$ cat config.mk
export PLATFORM = sky130hd
export DESIGN_NAME = quality_sorter_fsm_flat
export DESIGN_NICKNAME = d
export VERILOG_FILES = /design/src/rtl/quality_sorter_fsm_if.sv /design/src/rtl/quality_sorter_fsm.sv /design/src/flat_wrapper.sv
export SDC_FILE = /design/constraint.sdc
export NUM_CORES = 1
export LEC_CHECK = 0
export CAP_MARGIN = 20
export CORE_MARGIN = 8
export CORE_UTILIZATION = 48
export DETAILED_ROUTE_END_ITERATION = 10
export PLACE_DENSITY = 0.77
export SETUP_SLACK_MARGIN = 0.4
export SYNTH_ARGS = -nofsm -noshare
export SYNTH_HDL_FRONTEND = slang
export SYNTH_SLANG_ARGS = --single-unit
$ cat constraint.sdc
create_clock -name clk -period 1.9 [get_ports clk]
set_input_delay 0.38 -clock clk [delete_from_list [all_inputs] [get_ports clk]]
set_output_delay 0.38 -clock clk [all_outputs]
set_load 0.01 [all_outputs]
$ cat src/rtl/quality_sorter_fsm_if.sv
// ---------------------------------------------------------------------------
// quality_sorter_fsm_if
// Bundles every item/result/status signal of the quality sorter so that the
// block and its environment connect through one port.
//   slave  : the sorter itself (takes items, drives grade/LEDs/counters)
//   master : the sensor front-end / status panel side
// Signal names keep the _i/_o suffix as seen from the sorter.
// ---------------------------------------------------------------------------
interface quality_sorter_fsm_if #(
    parameter int NUM_SENSORS = 3,
    parameter int CNT_W       = 8
);
    logic                   item_valid_i;
    logic                   item_ready_o;
    logic [NUM_SENSORS-1:0] sensor_i;
    logic                   cnt_clear_i;
    logic [1:0]             grade_o;
    logic                   grade_valid_o;
    logic                   timeout_o;
    logic                   led_reject_o;
    logic                   led_low_o;
    logic                   led_medium_o;
    logic                   led_high_o;
    logic [CNT_W-1:0]       cnt_high_o;
    logic [CNT_W-1:0]       cnt_medium_o;
    logic [CNT_W-1:0]       cnt_low_o;
    logic [CNT_W-1:0]       cnt_reject_o;
    logic [1:0]             current_state_o;

    modport slave (
        input  item_valid_i, sensor_i, cnt_clear_i,
        output item_ready_o, grade_o, grade_valid_o, timeout_o,
               led_reject_o, led_low_o, led_medium_o, led_high_o,
               cnt_high_o, cnt_medium_o, cnt_low_o, cnt_reject_o,
               current_state_o
    );

    modport master (
        output item_valid_i, sensor_i, cnt_clear_i,
        input  item_ready_o, grade_o, grade_valid_o, timeout_o,
               led_reject_o, led_low_o, led_medium_o, led_high_o,
               cnt_high_o, cnt_medium_o, cnt_low_o, cnt_reject_o,
               current_state_o
    );
endinterface

$ cat src/rtl/quality_sorter_fsm.sv
// ---------------------------------------------------------------------------
// quality_sorter_fsm
// Item quality classifier: accepts an item, waits for the sensor vector to
// settle, grades it (reject/low/medium/high), lights one LED for HOLD_CYCLES
// and keeps saturating per-grade counters.
// Ports:
//   clk   - system clock, rising edge
//   rst_n - asynchronous active-low reset
//   bus   - quality_sorter_fsm_if.slave (item handshake, sensors, counter
//           clear, grade/timeout, LEDs, counters, state debug)
// ---------------------------------------------------------------------------
module quality_sorter_fsm #(
    parameter int NUM_SENSORS    = 3,
    parameter int SETTLE_CYCLES  = 2,
    parameter int SETTLE_TIMEOUT = 8,
    parameter int HOLD_CYCLES    = 4,
    parameter int CNT_W          = 8
) (
    input  logic                clk,
    input  logic                rst_n,
    quality_sorter_fsm_if.slave bus
);
    localparam logic [1:0] S_IDLE   = 2'd0;
    localparam logic [1:0] S_SETTLE = 2'd1;
    localparam logic [1:0] S_EVAL   = 2'd2;
    localparam logic [1:0] S_OUTPUT = 2'd3;

    localparam int ST_W = $clog2(SETTLE_CYCLES + 1);
    localparam int TM_W = $clog2(SETTLE_TIMEOUT + 1);
    localparam int HD_W = $clog2(HOLD_CYCLES + 1);

    localparam logic [ST_W-1:0]  STABLE_ONE  = ST_W'(1);
    localparam logic [ST_W-1:0]  STABLE_DONE = ST_W'(SETTLE_CYCLES);
    localparam logic [TM_W-1:0]  TMR_ONE     = TM_W'(1);
    localparam logic [TM_W-1:0]  TMR_DONE    = TM_W'(SETTLE_TIMEOUT);
    localparam logic [HD_W-1:0]  HOLD_ONE    = HD_W'(1);
    localparam logic [HD_W-1:0]  HOLD_LAST   = HD_W'(HOLD_CYCLES - 1);
    localparam logic [CNT_W-1:0] CNT_ONE     = CNT_W'(1);
    localparam logic [CNT_W-1:0] CNT_MAX     = {CNT_W{1'b1}};

    logic [1:0]             state_q,   state_d;
    logic [NUM_SENSORS-1:0] snap_q,    snap_d;
    logic [ST_W-1:0]        stable_q,  stable_d;
    logic [ST_W-1:0]        stable_inc;
    logic [TM_W-1:0]        tmr_q,     tmr_d;
    logic                   force_q,   force_d;
    logic [1:0]             grade_q,   grade_d;
    logic                   timeout_q, timeout_d;
    logic [HD_W-1:0]        hold_q,    hold_d;
    logic [CNT_W-1:0]       cnt_q [4];
    logic [CNT_W-1:0]       cnt_d [4];
    logic                   cosmetic_ok;
    logic                   first_out;

    // With only weight/size sensors there is nothing cosmetic to fail,
    // so a heavy, right-sized item is always high grade.
    if (NUM_SENSORS > 2) begin : g_cosmetic
        assign cosmetic_ok = &snap_q[NUM_SENSORS-1:2];
    end else begin : g_no_cosmetic
        assign cosmetic_ok = 1'b1;
    end

    assign first_out = (state_q == S_OUTPUT) && (hold_q == '0);

    always_comb begin
        state_d    = state_q;
        snap_d     = snap_q;
        stable_d   = stable_q;
        stable_inc = stable_q;
        tmr_d      = tmr_q;
        force_d    = force_q;
        grade_d    = grade_q;
        timeout_d  = timeout_q;
        hold_d     = hold_q;
        case (state_q)
            S_IDLE: begin
                if (bus.item_valid_i) begin
                    snap_d   = bus.sensor_i;
                    stable_d = STABLE_ONE;
                    tmr_d    = TMR_ONE;
                    force_d  = 1'b0;
                    state_d  = S_SETTLE;
                end
            end
            S_SETTLE: begin
                tmr_d = tmr_q + TMR_ONE;
                if (bus.sensor_i == snap_q) begin
                    stable_inc = stable_q + STABLE_ONE;
                end else begin
                    snap_d     = bus.sensor_i;
                    stable_inc = STABLE_ONE;
                end
                stable_d = stable_inc;
                // Stability takes priority over the timeout in the same cycle.
                if (stable_inc == STABLE_DONE) begin
                    force_d = 1'b0;
                    state_d = S_EVAL;
                end else if (tmr_q == TMR_DONE) begin
                    force_d = 1'b1;
                    state_d = S_EVAL;
                end
            end
            S_EVAL: begin
                if (force_q || !snap_q[0]) begin
                    grade_d = 2'd0;
                end else if (!snap_q[1]) begin
                    grade_d = 2'd1;
                end else if (!cosmetic_ok) begin
                    grade_d = 2'd2;
                end else begin
                    grade_d = 2'd3;
                end
                timeout_d = force_q;
                hold_d    = '0;
                state_d   = S_OUTPUT;
            end
            default: begin
                if (hold_q == HOLD_LAST) begin
                    state_d = S_IDLE;
                end else begin
                    hold_d = hold_q + HOLD_ONE;
                end
            end
        endcase
    end

    // Counter clear beats a same-cycle increment; counts stick at all-ones.
    always_comb begin
        for (int g = 0; g < 4; g++) begin
            cnt_d[g] = cnt_q[g];
            if (bus.cnt_clear_i) begin
                cnt_d[g] = '0;
            end else if (first_out && (grade_q == 2'(g)) && (cnt_q[g] != CNT_MAX)) begin
                cnt_d[g] = cnt_q[g] + CNT_ONE;
            end
        end
    end

    always_ff @(posedge clk or negedge rst_n) begin
        if (!rst_n) begin
            state_q   <= S_IDLE;
            snap_q    <= '0;
            stable_q  <= '0;
            tmr_q     <= '0;
            force_q   <= 1'b0;
            grade_q   <= 2'd0;
            timeout_q <= 1'b0;
            hold_q    <= '0;
            for (int g = 0; g < 4; g++) begin
                cnt_q[g] <= '0;
            end
        end else begin
            state_q   <= state_d;
            snap_q    <= snap_d;
            stable_q  <= stable_d;
            tmr_q     <= tmr_d;
            force_q   <= force_d;
            grade_q   <= grade_d;
            timeout_q <= timeout_d;
            hold_q    <= hold_d;
            for (int g = 0; g < 4; g++) begin
                cnt_q[g] <= cnt_d[g];
            end
        end
    end

    assign bus.item_ready_o    = (state_q == S_IDLE);
    assign bus.grade_o         = grade_q;
    assign bus.timeout_o       = timeout_q;
    assign bus.grade_valid_o   = first_out;
    assign bus.led_reject_o    = (state_q == S_OUTPUT) && (grade_q == 2'd0);
    assign bus.led_low_o       = (state_q == S_OUTPUT) && (grade_q == 2'd1);
    assign bus.led_medium_o    = (state_q == S_OUTPUT) && (grade_q == 2'd2);
    assign bus.led_high_o      = (state_q == S_OUTPUT) && (grade_q == 2'd3);
    assign bus.cnt_reject_o    = cnt_q[0];
    assign bus.cnt_low_o       = cnt_q[1];
    assign bus.cnt_medium_o    = cnt_q[2];
    assign bus.cnt_high_o      = cnt_q[3];
    assign bus.current_state_o = state_q;
endmodule
$ cat src/flat_wrapper.sv
// flat-port wrapper written by rule: the top's interface ports become plain ports
module quality_sorter_fsm_flat 
#(
    parameter int NUM_SENSORS    = 3,
    parameter int SETTLE_CYCLES  = 2,
    parameter int SETTLE_TIMEOUT = 8,
    parameter int HOLD_CYCLES    = 4,
    parameter int CNT_W          = 8
)
  (clk, rst_n, bus_item_valid_i, bus_sensor_i, bus_cnt_clear_i, bus_item_ready_o, bus_grade_o, bus_grade_valid_o, bus_timeout_o, bus_led_reject_o, bus_led_low_o, bus_led_medium_o, bus_led_high_o, bus_cnt_high_o, bus_cnt_medium_o, bus_cnt_low_o, bus_cnt_reject_o, bus_current_state_o);
  quality_sorter_fsm_if #(.NUM_SENSORS(NUM_SENSORS), .CNT_W(CNT_W)) bus_i ();
  input  logic clk;
  input  logic rst_n;
  input wire logic [$bits(bus_i.item_valid_i)-1:0] bus_item_valid_i;
  input wire logic [$bits(bus_i.sensor_i)-1:0] bus_sensor_i;
  input wire logic [$bits(bus_i.cnt_clear_i)-1:0] bus_cnt_clear_i;
  output wire logic [$bits(bus_i.item_ready_o)-1:0] bus_item_ready_o;
  output wire logic [$bits(bus_i.grade_o)-1:0] bus_grade_o;
  output wire logic [$bits(bus_i.grade_valid_o)-1:0] bus_grade_valid_o;
  output wire logic [$bits(bus_i.timeout_o)-1:0] bus_timeout_o;
  output wire logic [$bits(bus_i.led_reject_o)-1:0] bus_led_reject_o;
  output wire logic [$bits(bus_i.led_low_o)-1:0] bus_led_low_o;
  output wire logic [$bits(bus_i.led_medium_o)-1:0] bus_led_medium_o;
  output wire logic [$bits(bus_i.led_high_o)-1:0] bus_led_high_o;
  output wire logic [$bits(bus_i.cnt_high_o)-1:0] bus_cnt_high_o;
  output wire logic [$bits(bus_i.cnt_medium_o)-1:0] bus_cnt_medium_o;
  output wire logic [$bits(bus_i.cnt_low_o)-1:0] bus_cnt_low_o;
  output wire logic [$bits(bus_i.cnt_reject_o)-1:0] bus_cnt_reject_o;
  output wire logic [$bits(bus_i.current_state_o)-1:0] bus_current_state_o;
  assign bus_i.item_valid_i = bus_item_valid_i;
  assign bus_i.sensor_i = bus_sensor_i;
  assign bus_i.cnt_clear_i = bus_cnt_clear_i;
  assign bus_item_ready_o = bus_i.item_ready_o;
  assign bus_grade_o = bus_i.grade_o;
  assign bus_grade_valid_o = bus_i.grade_valid_o;
  assign bus_timeout_o = bus_i.timeout_o;
  assign bus_led_reject_o = bus_i.led_reject_o;
  assign bus_led_low_o = bus_i.led_low_o;
  assign bus_led_medium_o = bus_i.led_medium_o;
  assign bus_led_high_o = bus_i.led_high_o;
  assign bus_cnt_high_o = bus_i.cnt_high_o;
  assign bus_cnt_medium_o = bus_i.cnt_medium_o;
  assign bus_cnt_low_o = bus_i.cnt_low_o;
  assign bus_cnt_reject_o = bus_i.cnt_reject_o;
  assign bus_current_state_o = bus_i.current_state_o;
  quality_sorter_fsm #(.NUM_SENSORS(NUM_SENSORS), .SETTLE_CYCLES(SETTLE_CYCLES), .SETTLE_TIMEOUT(SETTLE_TIMEOUT), .HOLD_CYCLES(HOLD_CYCLES), .CNT_W(CNT_W)) u_core (.clk(clk), .rst_n(rst_n), .bus(bus_i));
endmodule
* Yosys cells after proc, flatten, opt, wreduce, memory -nomap -nowiden *
Index checks and enable logic that the tools add are counted.

storage, ports and cells
  bits in registers = 50
  latch bits = 0
  bits in writable memories = 0
  bits in read-only memories = 0
  input port bits = 7
  output and inout port bits = 43
  word-level logic and storage cells = 98
  memories = 0

operators by class
  add/subtract/negate cells = 7
  multiply operators = 0
  divide/modulo/power cells = 0
  order comparisons = 0
  equality and inequality tests = 18
  shifts and indexed selects = 0
  multiplexer cells = 30
  bitwise operators = 1
  reduce and logical (&&, ||, !) cells = 30

operator list
  operator                                              count
  two-way mux 8 bit                                     8
  adder 8 x 1 -> 8 bit (second input constant)          4
  inequality test 8 bit (second input constant)         4
  two-way mux 2 bit                                     8
  logical AND 1 bit                                     13
  case mux 3 bit (2 select lines)                       2
  equality test 2 bit (second input constant)           5
  nonzero test 2 bit                                    5
  two-way mux 3 bit                                     3
  AND reduction 3 bit                                   3
  case mux 4 bit (2 select lines)                       1
  inequality test 2 bit (second input constant)         3
  case mux 2 bit (3 select lines)                       1
  adder 4 x 1 -> 4 bit (second input constant)          1
  equality test 2 x 1 -> 1 bit (second input constant)  2
  equality test 4 bit (second input constant)           1
  logical NOT 2 bit                                     2
  two-way mux 1 bit                                     4
  two-way mux 4 bit                                     1
  case mux 2 bit (2 select lines)                       1
  AND reduction 2 bit                                   2
  nonzero test 4 bit                                    1
  adder 3 x 1 -> 3 bit (second input constant)          1
  equality test 3 x 2 -> 1 bit (second input constant)  1
  9 further kinds                                       9

* Longest topological paths before layout *
  depth in word-level cells = 6
  mapped depth = 7
  gate-level depth less buffers = 6

* Worst setup path before layout *
No wires, ideal clock.

  kind = register -> register
  start point = reg u_core.state_q[0], in the netlist u_core.bus.current_state_o[0]
  end point = reg u_core.state_q[1], in the netlist u_core.bus.current_state_o[1]
  library setup time = 0.125 ns
  arrival = 1.911 ns
  data required time = 1.775 ns
  path slack = -0.135 ns
  cell stages (with the launch flop) = 8
  path buffers = 1
  period minus slack after synthesis = 2.035 ns
  cells stage by stage = dfrtp_1 -> inv_1 -> ha_1 -> or2_2 -> clkbuf_1 -> o31a_1 -> o21ai_0 -> mux2_2

between the ends
  longest elaborated chain between the ends = 3
  elaborated cells between the ends (all ways) = 8
  classes of those cells = eq/ne: 4; mux: 1; reduce/logical: 3

ends and longest elaborated chain
  element                                                                       RTL line                   source
  start: declaration                                                            quality_sorter_fsm.sv:41   logic [1:0] state_q, state_d;
  start signal: assignment                                                      quality_sorter_fsm.sv:153  state_q <= state_d;
  logical NOT 2 bit (*)                                                         -
  net bus_item_ready_o                                                          flat_wrapper.sv:17         output wire logic [$bits(bus_i.item_ready_o)-1:0] bus_item_ready_o;
  nonzero test 4 bit (no source line) or inequality test 2 bit (tied branches)  -
  AND reduction 3 bit (no source line)                                          -

The timed path passes the listed nets; every way through them passes the cells marked *.
A chain may end at the register's enable or synchronous reset.

* Worst setup path in the final report *
  start point = reg u_core.state_q[0], in the netlist u_core.bus.current_state_o[0]
  end point = reg u_core.cnt_q (netlist bit u_core.bus.cnt_medium_o[5])

between the ends
  longest elaborated chain between the ends = 5

ends and longest elaborated chain
  element                              RTL line                   source
  equality test 2 bit                  quality_sorter_fsm.sv:63   assign first_out = (state_q == S_OUTPUT) && (hold_q == '0);
  logical AND 1 bit                    quality_sorter_fsm.sv:63
  logical AND 1 bit (2 in series)      quality_sorter_fsm.sv:133  end else if (first_out && (grade_q == 2'(g)) && (cnt_q[g] != CNT_MAX)) begin
  nonzero test 2 bit (no source line)  -
  end signal: indexed assignment       quality_sorter_fsm.sv:162  cnt_q[g] <= cnt_d[g];
  end: declaration                     quality_sorter_fsm.sv:50   logic [CNT_W-1:0] cnt_q [4];

Every way passes these cells.

==> qor.yml <==
r2r_end: "u_core.bus.cnt_medium_o[5]"
ys_seq_elements: 50
cts_tree: "done"
clk_path_buf_depth: 2
grt_usage: 0.1966
overflow: 0
crit_path_start_kind: "flop"
synth_area_per_cell_um2: 9.712
synth_common_cells: "dfrtp_1, nand2_1, nor2_1"
synth-compound-area-share: 0.1697
syn_nets: 310
synth-edff-count: 0
cp-end-kind: "flop"
yosysWarnings: 0
layout.nets: 435
worstReg2RegStart: "u_core.bus.current_state_o[0]"
grt_max_degree: 36
syn_inst: 290
hold_path_class: "flop to flop"
cts_root_buf: "clkbuf_8"
worst_path_max_delay_cell: "or4_1"
grt_pass1_wl_mm: 13.76
vias: 2838
htree_levels: 2
synthArstFlopShare: 1.000
crit_chain: "ha_4, and4bb_1, buf_6, nand3_4, or4_1, a21oi_1"
dp_hpwl_mm: 5.006
synth_top_family_by_area: "simple AND/OR/NAND/NOR gates"
rsz0062_at_grt: "yes"
die_w_um: 92.60
synth_area_leaders: "dfrtp_1, ha_1, a21oi_1"
cp_max_fo: 8
static-leakage-power_nw: 2.129
first_pass_iters: 4
synth_most_common_cell: "dfrtp_1"
place_congestion: 0.8261
core_um2: 5781
worst_pin_slew_ns: 0.4220
hold_depth: 1
max_freq_mhz: 539.9
critPathBufInv: 1
worstSetupPathType: "flop to flop"
antenna_cells: 0
p_per_area_nw_per_um2: 1082
grt_pass1_vias: 2850
port_buffers: 49
rows: 28
clk_pin_slew_worst_paths_ns: 0.10
fillers: 335
seq_area_frac_synth: 0.4442
synth_top_flop_cell: "dfrtp_1"
status: "finished clean"
die_y_um: 92.60
insertion_delay_ns: 0.31
synth_mux_area_frac: 0.04887
viasPerCell: 5.780
ir_drop_v: 0.001118
required_ns: 2.13
fin_crit_ns: 1.852
ant_nets: 0
holdWs_ns: 0.5182
crit_family: "simple AND/OR/NAND/NOR gates"
start_util: 0.4872
synth.distinct_cells: 50
syn_area_um2: 2816
areaGrowthSynthToFinish_pct: 63.88
synthXorXnorAreaFrac: 0.02799
cp.arrival_ns: 2.08
die_area_um2: 8575
finalMaxSlewViolations: 0
rr_worst_depth: 6
final_layout_size_suffix_gt1_frac: 0.4231
synthSimpleGateAreaFrac: 0.2141
setup_viol: 0
antenna_found_initial: 0
min_from: "u_core.stable_q[0]"
final_hold_viol_count: 0
drv_cap: 0
power.total_mw: 4.992
r2r_slack_ns: 0.05
clock-sinks: 50
multi_input_area_um2: 1947
wl_per_cell_um: 18.90
drtIter0Drc: 143
slew_headroom: 0.7186
wirelength_mm: 9.279
post-route-util: 0.7985
cp_slowest_stage_delay_ns: 0.45
synth_area_leader_cell: "dfrtp_1"
synthAdderAreaFrac: 0.05775
finalCritPeriodShare: 0.9749
hold_end: "u_core.stable_q[0]"
io_pins: 50
synth_top_area_frac: 0.4442
drc: 0
numCtsBuffers: 5
fin_worst_skew_ns: 0.005438
seqCellArea_um2: 1262
-- layer usage --
metal | vias up | routed length [µm] | track usage
met1 | 1417 | 3602 | 0.2238
met3 | 19 | 478 | 0.04288
li1 | 1316 | - | -
met2 | 86 | 5001 | 0.3433
met4 | 0 | 197 | 0.09262
met5 | - | 0 | 0
-- worst reg2reg max path, stage by stage, from the launching register on --
cell	delay [ns]
dfrtp_2	0.44
ha_4	0.20
and4bb_1	0.22
buf_6	0.16
nand3_4	0.12
or4_1	0.46
a21oi_1	0.19
-- registers in the layout (all words and copies together) (netlist names) --
signal                      count
u_core.bus.cnt_high_o           8
u_core.bus.cnt_low_o            8
u_core.bus.cnt_medium_o         8
u_core.bus.cnt_reject_o         8
u_core.tmr_q                    4
u_core.hold_q                   3
u_core.snap_q                   3
u_core.bus.current_state_o      2
u_core.bus.grade_o              2
u_core.stable_q                 2
u_core.bus.timeout_o            1
u_core.force_q                  1
-- cells by family after synthesis --
kind of cell               count (synthesis)
buffers and inverters                     27
xor gates and xnor gates                   9
and+or+nand+nor                          108
DFF                                       50
AOI/OAI and AO/OA                         70
adders and majority gates                 13
muxes                                     13
-- final cells by class --
cell class | instances | area share
Sequential cell | 50 | 0.2735
Clock inverter | 2 | 0.01301
Timing Repair Buffer | 127 | 0.2383
Clock buffer | 6 | 0.01789
Inverter | 18 | 0.01518
Multi-Input combinational cell | 213 | 0.4218
Tap cell | 75 | 0.02033
-- per-stage QoR --
step	setup WS [ns]	instances	setup TNS, ns	instance area, µm²
after CTS	0.1569	479	0	4327
after global placement	0.03862	422	0	3637
after floorplan	0.07732	290	0	2975
after detailed placement	0.02358	422	0	3637
after global routing	-0.01925	491	-0.01925	4616
final	0.04774	491	0	4616
-- how the worst max path moves through the flow --
stage / start / slack [ns] / end / cells after the start
3_3_place_gp: bus_sensor_i[2] / 0.04 / u_core.bus.current_state_o[1] / 5
4_1_cts: u_core.bus.current_state_o[0] / 0.16 / u_core.bus.current_state_o[1] / 7
2_1_floorplan: u_core.bus.current_state_o[0] / 0.08 / u_core.bus.current_state_o[1] / 7
5_1_grt: u_core.hold_q[1] / -0.02 / u_core.bus.cnt_medium_o[5] / 7
6_report: u_core.bus.current_state_o[0] / 0.05 / u_core.bus.cnt_medium_o[5] / 6
3_5_place_dp: bus_sensor_i[2] / 0.02 / u_core.bus.current_state_o[1] / 5
-- what timing repair did --
item | CTS | global route
hold buffers | 1 | 0
hold endpoints to repair | 10 | 0
endpoints found under the setup margin | 81 | 58
buffers inserted | 48 | 12
gates resized for setup | 119 | 54
pin swaps | 17 | 17
-- layout by cell type, fill, tap and decap left out, types with 4 or more instances in the layout --
master and n:
nor2_1 18, clkbuf_8 6, xnor2_1 5, buf_4 57, ha_1 4, o21ai_0 7, buf_2 6, nand3_1 9
dlygate4sd2_1 31, mux2_4 5, and3_1 10, a21oi_2 5, ha_4 8, mux2i_1 6, nand2_1 18, inv_1 14
clkdlybuf4s50_1 5, o21ai_2 4, dfrtp_2 9, o21ai_1 6, a21oi_1 13, nor3_1 5, a31oi_1 4, buf_6 22
dfrtp_1 41
-- where the power goes --
part           switching [mW]  internal [mW]  total, mW
Clock                   0.369          0.562      0.930
Combinational            1.21           1.39       2.60
Sequential              0.214           1.25       1.46
Total                    1.80           3.20       4.99
No activity file was read; power rests on OpenSTA's default activity.
